### src/rtl/mem_if_pkg.sv
// Shared definitions for the mem_request/mem_ready interface:
// access-width codes, the byte-count helper and the responder state encoding.
package mem_if_pkg;

    localparam logic [1:0] MEM_ACC_8  = 2'b00;
    localparam logic [1:0] MEM_ACC_16 = 2'b01;
    localparam logic [1:0] MEM_ACC_32 = 2'b10;

    typedef enum logic [1:0] {
        IDLE   = 2'd0,
        ACCESS = 2'd1,
        WAIT   = 2'd2,
        READY  = 2'd3
    } state_t;

    // Bytes moved by an access: 1/2/4 by code, never more than the bus carries.
    // The unused code 2'b11 falls into the 1-byte case.
    function automatic logic [2:0] acc_bytes(input logic [1:0] width_code, input int m_width);
        int n;
        int lanes;
        case (width_code)
            MEM_ACC_16: n = 2;
            MEM_ACC_32: n = 4;
            default:    n = 1;
        endcase
        lanes = m_width / 8;
        if (n > lanes) n = lanes;
        return 3'(n);
    endfunction

endpackage

### src/rtl/mem_byte_ram.sv
// Byte-wide single-port RAM: synchronous write, combinational read, no reset.
module mem_byte_ram #(
    parameter int DEPTH = 256,
    parameter int AW    = $clog2(DEPTH)
) (
    input  logic          clk,
    input  logic          we,
    input  logic [AW-1:0] addr,
    input  logic [7:0]    wdata,
    output logic [7:0]    rdata
);

    logic [7:0] mem [DEPTH];

    // Store one byte on a write-enabled edge; contents survive reset.
    always_ff @(posedge clk) begin
        if (we) mem[addr] <= wdata;
    end

    assign rdata = mem[addr];

endmodule

### src/rtl/mem_responder.sv
// Memory-side responder: latches one request, moves one byte per cycle
// through a byte RAM (little-endian, wrapping addresses), optionally stalls,
// then holds mem_ready until the initiator releases mem_request.
module mem_responder
    import mem_if_pkg::*;
#(
    parameter int         M_WIDTH     = 8,
    parameter int         DEPTH       = 256,
    parameter int         WAIT_CYCLES = 0,
    parameter logic [1:0] MEM_ACC_8   = 2'b00,
    parameter logic [1:0] MEM_ACC_16  = 2'b01,
    parameter logic [1:0] MEM_ACC_32  = 2'b10
) (
    input  logic               clk,
    input  logic               rst,
    input  logic               mem_request,
    input  logic [M_WIDTH-1:0] mem_addr,
    input  logic [1:0]         mem_data_width,
    input  logic               mem_we_in,
    input  logic [M_WIDTH-1:0] mem_data_in,
    output logic [M_WIDTH-1:0] mem_data_out,
    output logic               mem_ready
);

    localparam int AW  = $clog2(DEPTH);
    localparam int NB  = M_WIDTH / 8;
    // Byte lanes an access can touch: the bus width, capped at a 32-bit access.
    localparam int NL  = (NB < 4) ? NB : 4;
    localparam int WCW = (WAIT_CYCLES > 1) ? $clog2(WAIT_CYCLES) : 1;
    localparam logic [WCW-1:0] WLAST = WCW'((WAIT_CYCLES > 0) ? WAIT_CYCLES - 1 : 0);

    state_t             state;
    logic [M_WIDTH-1:0] addr_q;
    logic [M_WIDTH-1:0] wdata_q;
    logic [2:0]         nbytes_q;
    logic               we_q;
    logic [2:0]         cnt;
    logic [WCW-1:0]     wcnt;

    logic [1:0]         canon_code;
    logic [AW-1:0]      ram_addr;
    logic               ram_we;
    logic [7:0]         ram_wdata;
    logic [7:0]         ram_rdata;
    logic               last_beat;
    logic               last_wait;

    // Map this instance's width codes onto the package encoding; unknown codes are 1-byte.
    always_comb begin
        canon_code = mem_if_pkg::MEM_ACC_8;
        if (mem_data_width == MEM_ACC_32)      canon_code = mem_if_pkg::MEM_ACC_32;
        else if (mem_data_width == MEM_ACC_16) canon_code = mem_if_pkg::MEM_ACC_16;
        else if (mem_data_width == MEM_ACC_8)  canon_code = mem_if_pkg::MEM_ACC_8;
    end

    // Select the write-data byte for the current beat.
    always_comb begin
        ram_wdata = 8'h00;
        for (int k = 0; k < NL; k++) begin
            if (cnt == 3'(k)) ram_wdata = wdata_q[8*k +: 8];
        end
    end

    // Truncation to AW bits makes the byte address wrap modulo DEPTH.
    assign ram_addr  = AW'(addr_q + M_WIDTH'(cnt));
    // Reset blocks the write at its own edge so an abandoned access stops cleanly.
    assign ram_we    = (state == ACCESS) && we_q && !rst;
    assign last_beat = (cnt == nbytes_q - 3'd1);
    assign last_wait = (wcnt == WLAST);

    mem_byte_ram #(
        .DEPTH (DEPTH),
        .AW    (AW)
    ) u_ram (
        .clk   (clk),
        .we    (ram_we),
        .addr  (ram_addr),
        .wdata (ram_wdata),
        .rdata (ram_rdata)
    );

    // Access sequencer: accept, byte beats, optional stall, ready handshake.
    always_ff @(posedge clk) begin
        if (rst) begin
            state        <= IDLE;
            mem_ready    <= 1'b0;
            mem_data_out <= '0;
            cnt          <= '0;
            wcnt         <= '0;
        end else begin
            case (state)
                IDLE: begin
                    if (mem_request) begin
                        addr_q   <= mem_addr;
                        wdata_q  <= mem_data_in;
                        we_q     <= mem_we_in;
                        nbytes_q <= acc_bytes(canon_code, M_WIDTH);
                        cnt      <= '0;
                        if (!mem_we_in) mem_data_out <= '0;
                        state    <= ACCESS;
                    end
                end
                ACCESS: begin
                    if (!we_q) begin
                        for (int k = 0; k < NL; k++) begin
                            if (cnt == 3'(k)) mem_data_out[8*k +: 8] <= ram_rdata;
                        end
                    end
                    cnt <= cnt + 3'd1;
                    if (last_beat) begin
                        if (WAIT_CYCLES > 0) begin
                            wcnt  <= '0;
                            state <= WAIT;
                        end else if (mem_request) begin
                            mem_ready <= 1'b1;
                            state     <= READY;
                        end else begin
                            state <= IDLE;
                        end
                    end
                end
                WAIT: begin
                    wcnt <= wcnt + 1'b1;
                    if (last_wait) begin
                        if (mem_request) begin
                            mem_ready <= 1'b1;
                            state     <= READY;
                        end else begin
                            state <= IDLE;
                        end
                    end
                end
                READY: begin
                    if (!mem_request) begin
                        mem_ready <= 1'b0;
                        state     <= IDLE;
                    end
                end
                default: state <= IDLE;
            endcase
        end
    end

endmodule

### config.mk
export PLATFORM = sky130hd
export DESIGN_NAME = mem_responder
export DESIGN_NICKNAME = d
export VERILOG_FILES = /design/src/rtl/mem_if_pkg.sv /design/src/rtl/mem_byte_ram.sv /design/src/rtl/mem_responder.sv
export SDC_FILE = /design/constraint.sdc
export NUM_CORES = 2
export LEC_CHECK = 0
export CAP_MARGIN = 20
export CORE_UTILIZATION = 50
export DETAILED_ROUTE_END_ITERATION = 16
export HOLD_SLACK_MARGIN = 0.08
export PLACE_DENSITY_LB_ADDON = 0.15
export RECOVER_POWER = 100
export SLEW_MARGIN = 25
export SYNTH_ARGS = -nofsm -noshare
export SYNTH_HDL_FRONTEND = slang
export SYNTH_SLANG_ARGS = --single-unit
### constraint.sdc
create_clock -name clk -period 5.2 [get_ports clk]
set_input_delay 1.04 -clock clk [delete_from_list [all_inputs] [get_ports clk]]
set_output_delay 1.04 -clock clk [all_outputs]
set_load 0.03 [all_outputs]
==> metrics.csv <==
metric,value,unit
status,"finished, violations left",
failing checks,"max-capacitance violations, max-slew violations",
DRC,0,
Final ANT Viol Nets,0,
first-pass GRT wire length,299500,um
Gate power share,14.5,%
category of the critical setup timing path,reg2reg,
row count,147,
Root Buffer,clkbuf_16,
Worst-path clk slew,60,ps
largest net degree at the start of global routing,173,
vias in the first global route,40160,
PostCTS Resize Cnt,0,
GRT Util Overall,25.95,%
crit path cell chain,"ha_4, fa_4, nor2b_1, clkbuf_1, and3_1, nand2_1, buf_4, nor2_1, clkbuf_1",
H-tree lvl count,4,
GPL Wtd Cong,0.8897,
Top Ports,31,
starting density of the core,50.49,%
Synth warnings,0,
Final Cycle Share,97.44,%
worst-margin pin slew,3494,ps
Hold Path Class,reg2reg,
Final Critical Period,5067,ps
slowest CP cell,fa_4,
P&R area growth vs syn,13.09,%
CP max stage delay,870,ps
die width,405.4,um
Synth async-reset ratio,0,%
Die Height,405.4,um
CP dominant cell by count,clkbuf_1,
Yosys top cell by area,edfxtp_1,
CTS buffer count,208,
Final Max Slew Viols,898,
Via Count,40240,
share of layout cells above drive strength 1,24.28,%
sequential area share after synthesis,76.71,%
Post-Syn Area,81350,um2
1st-pass router iterations,5,
unrepaired setup endpoints after global routing,false,
Final Util,57.10,%
CTS max path bufs,3,
DIE AREA,164300,um2
worst vdd ir,0.3954,mV
"commonest non-fill, non-tap cell in the layout",edfxtp_1,
Synth Register Bits,2083,
grt ovf,0,
CP endpoint kind,flop,
syn nets,3777,
setup TNS,0,ps
hold-fix buffers at CTS,0,
CTS tree,yes,
Crit path required time,5660,ps
Crit path arrival time,5520,ps
Syn Area/Cell,21.74,um2
Core ar.,161100,um2
Synth cell types,79,
Psw,9934,uW
largest cells by area after synthesis,"edfxtp_1 (76%), mux4_2 (16%), nor2_1 (1.3%), nand2_1 (0.80%), buf_4 (0.62%)",
Layout Skew,63.86,ps
Pleak,0.02849,uW
post-synth top area share,76.34,%
dpl hpwl,128000,um
CP Max Fanout,20,
max cap viols,14,
Post-synth EDFFs,2068,
Worst-Skew Late Latency,860,ps
Setup crit start kind,flop,
initial antenna violation count,7,
Final setup viols,0,
Flop pwr share,48.6,%
routed wire length,210200,um
"Hold Vio Cnt, Final",0,
Peak Freq,0.1974,GHz
layout net count,4159,
Post-CTS Setup Bufs,0,
1st-iter DRT viols,5020,
Vias/cell,6.229,
"leading cell types in the layout, fill and taps excluded","edfxtp_1 (2,068), mux4_2 (572), nor2_1 (291), clkbuf_1 (253), clkbuf_16 (208)",
Mapped Cells,3742,
clock network fraction of design power,37.0,%
"Top FF cell, synth",edfxtp_1,
drt wl/cell,32.54,um
Pint,29570,uW
Sw Ratio,25.15,%
clk sinks,2083,
Power Dens Cells,429.4,nW/um2
Relative slew margins,-132.9,%
PortBufs,30,
[registers in the layout, indices dropped and copies added, names as in the netlist]
register      count
addr_q            8
cnt               3
mem_data_out      8
mem_ready         1
nbytes_q          3
state             2
u_ram.mem      2048
wcnt              1
wdata_q           8
we_q              1
[critical path: cells and delay by family (launching register included)]
| kind | cells | cell delay [ps] |
|---|---|---|
| adders and majority gates | 2 | 1080 |
| buffers and inverters | 3 | 1750 |
| DFF | 1 | 460 |
| and+or+nand+nor | 4 | 1360 |
[layout make-up]
class / count / area (um2)
inverter: 13 / 48.80
clock buffer: 254 / 5378
timing repair buffer: 385 / 2520
sequential: 2083 / 62400
multi-input combinational: 1433 / 17660
fill: 11990 / 69130
tap: 2160 / 2703
clock inverter: 131 / 1279
antenna: 1 / 2.502
[stage by stage]
stage	setup slack, ps	cells	power [uW]	area [um2]	hold WS (ps)
3_3_place_gp	517.5	6070	25240	86210	503.6
3_5_place_dp	485.8	6072	25310	86270	517.0
2_1_floorplan	202.0	3742	23340	81350	483.2
5_1_grt	177.7	6459	40630	91990	560.3
4_1_cts	484.5	6457	39770	92920	528.9
6_report	132.9	6460	39500	91990	533.2
[cells by family after synthesis]
logic type | after synthesis | synth area share, %
other cells | 1 | 0.004610
xor+xnor | 11 | 0.1415
flops | 2083 | 76.71
compound gates | 198 | 1.746
simple gates | 591 | 3.101
mux | 619 | 16.42
fa+ha+maj | 13 | 0.2092
buf+inv | 226 | 1.667
[layer usage]
metal  part of all wire, %  wire length, um  GRT usage, %
met5                 0.026               54             0
met1                    41            87190         38.08
met4                   2.9             6100         7.662
met2                    47            99050         39.90
met3                   8.5            17830         4.967
[worst paths after layout]
kind                                           from  depth (start not counted)  slack (ps)                          end
worst max-delay path            cnt[0]$_SDFFE_PP0P_                          9         130  u_ram.mem[117][4]$_DFFE_PP_
worst min-delay path              wcnt$_SDFFE_PP0N_                          2         530            wcnt$_SDFFE_PP0N_
worst max register to register  cnt[0]$_SDFFE_PP0P_                          9         130  u_ram.mem[117][4]$_DFFE_PP_
worst min register to register    wcnt$_SDFFE_PP0N_                          2         530            wcnt$_SDFFE_PP0N_
[Yosys cell counts, types with 5 or more instances]
library cell,instances
edfxtp_1,2068
mux4_2,572
nor2_1,291
nand2_1,174
buf_2,70
buf_4,67
clkbuf_1,57
nand3_1,45
mux2i_1,43
a21oi_1,30
o21ai_0,29
o22ai_1,27
buf_6,16
dfxtp_1,15
and2_1,14
a31oi_1,13
inv_1,13
a32oi_1,12
and3_1,12
ha_1,12
nand4_1,10
a211oi_1,8
a221oi_1,7
nor2b_1,7
nor3_1,7
o211ai_1,7
a22oi_1,6
a311oi_1,5
xnor2_1,5
xor2_1,5
[power by group through the flow]
stage / Sequential, uW / Clock (uW) / Combinational, uW
2_1_floorplan: 19700 / 0 / 3670
3_3_place_gp: 19500 / 0 / 5760
3_5_place_dp: 19500 / 0 / 5820
4_1_cts: 19100 / 14800 / 5820
5_1_grt: 19200 / 15400 / 5990
6_report: 19200 / 14600 / 5710
(Power assumes the default switching activity.)
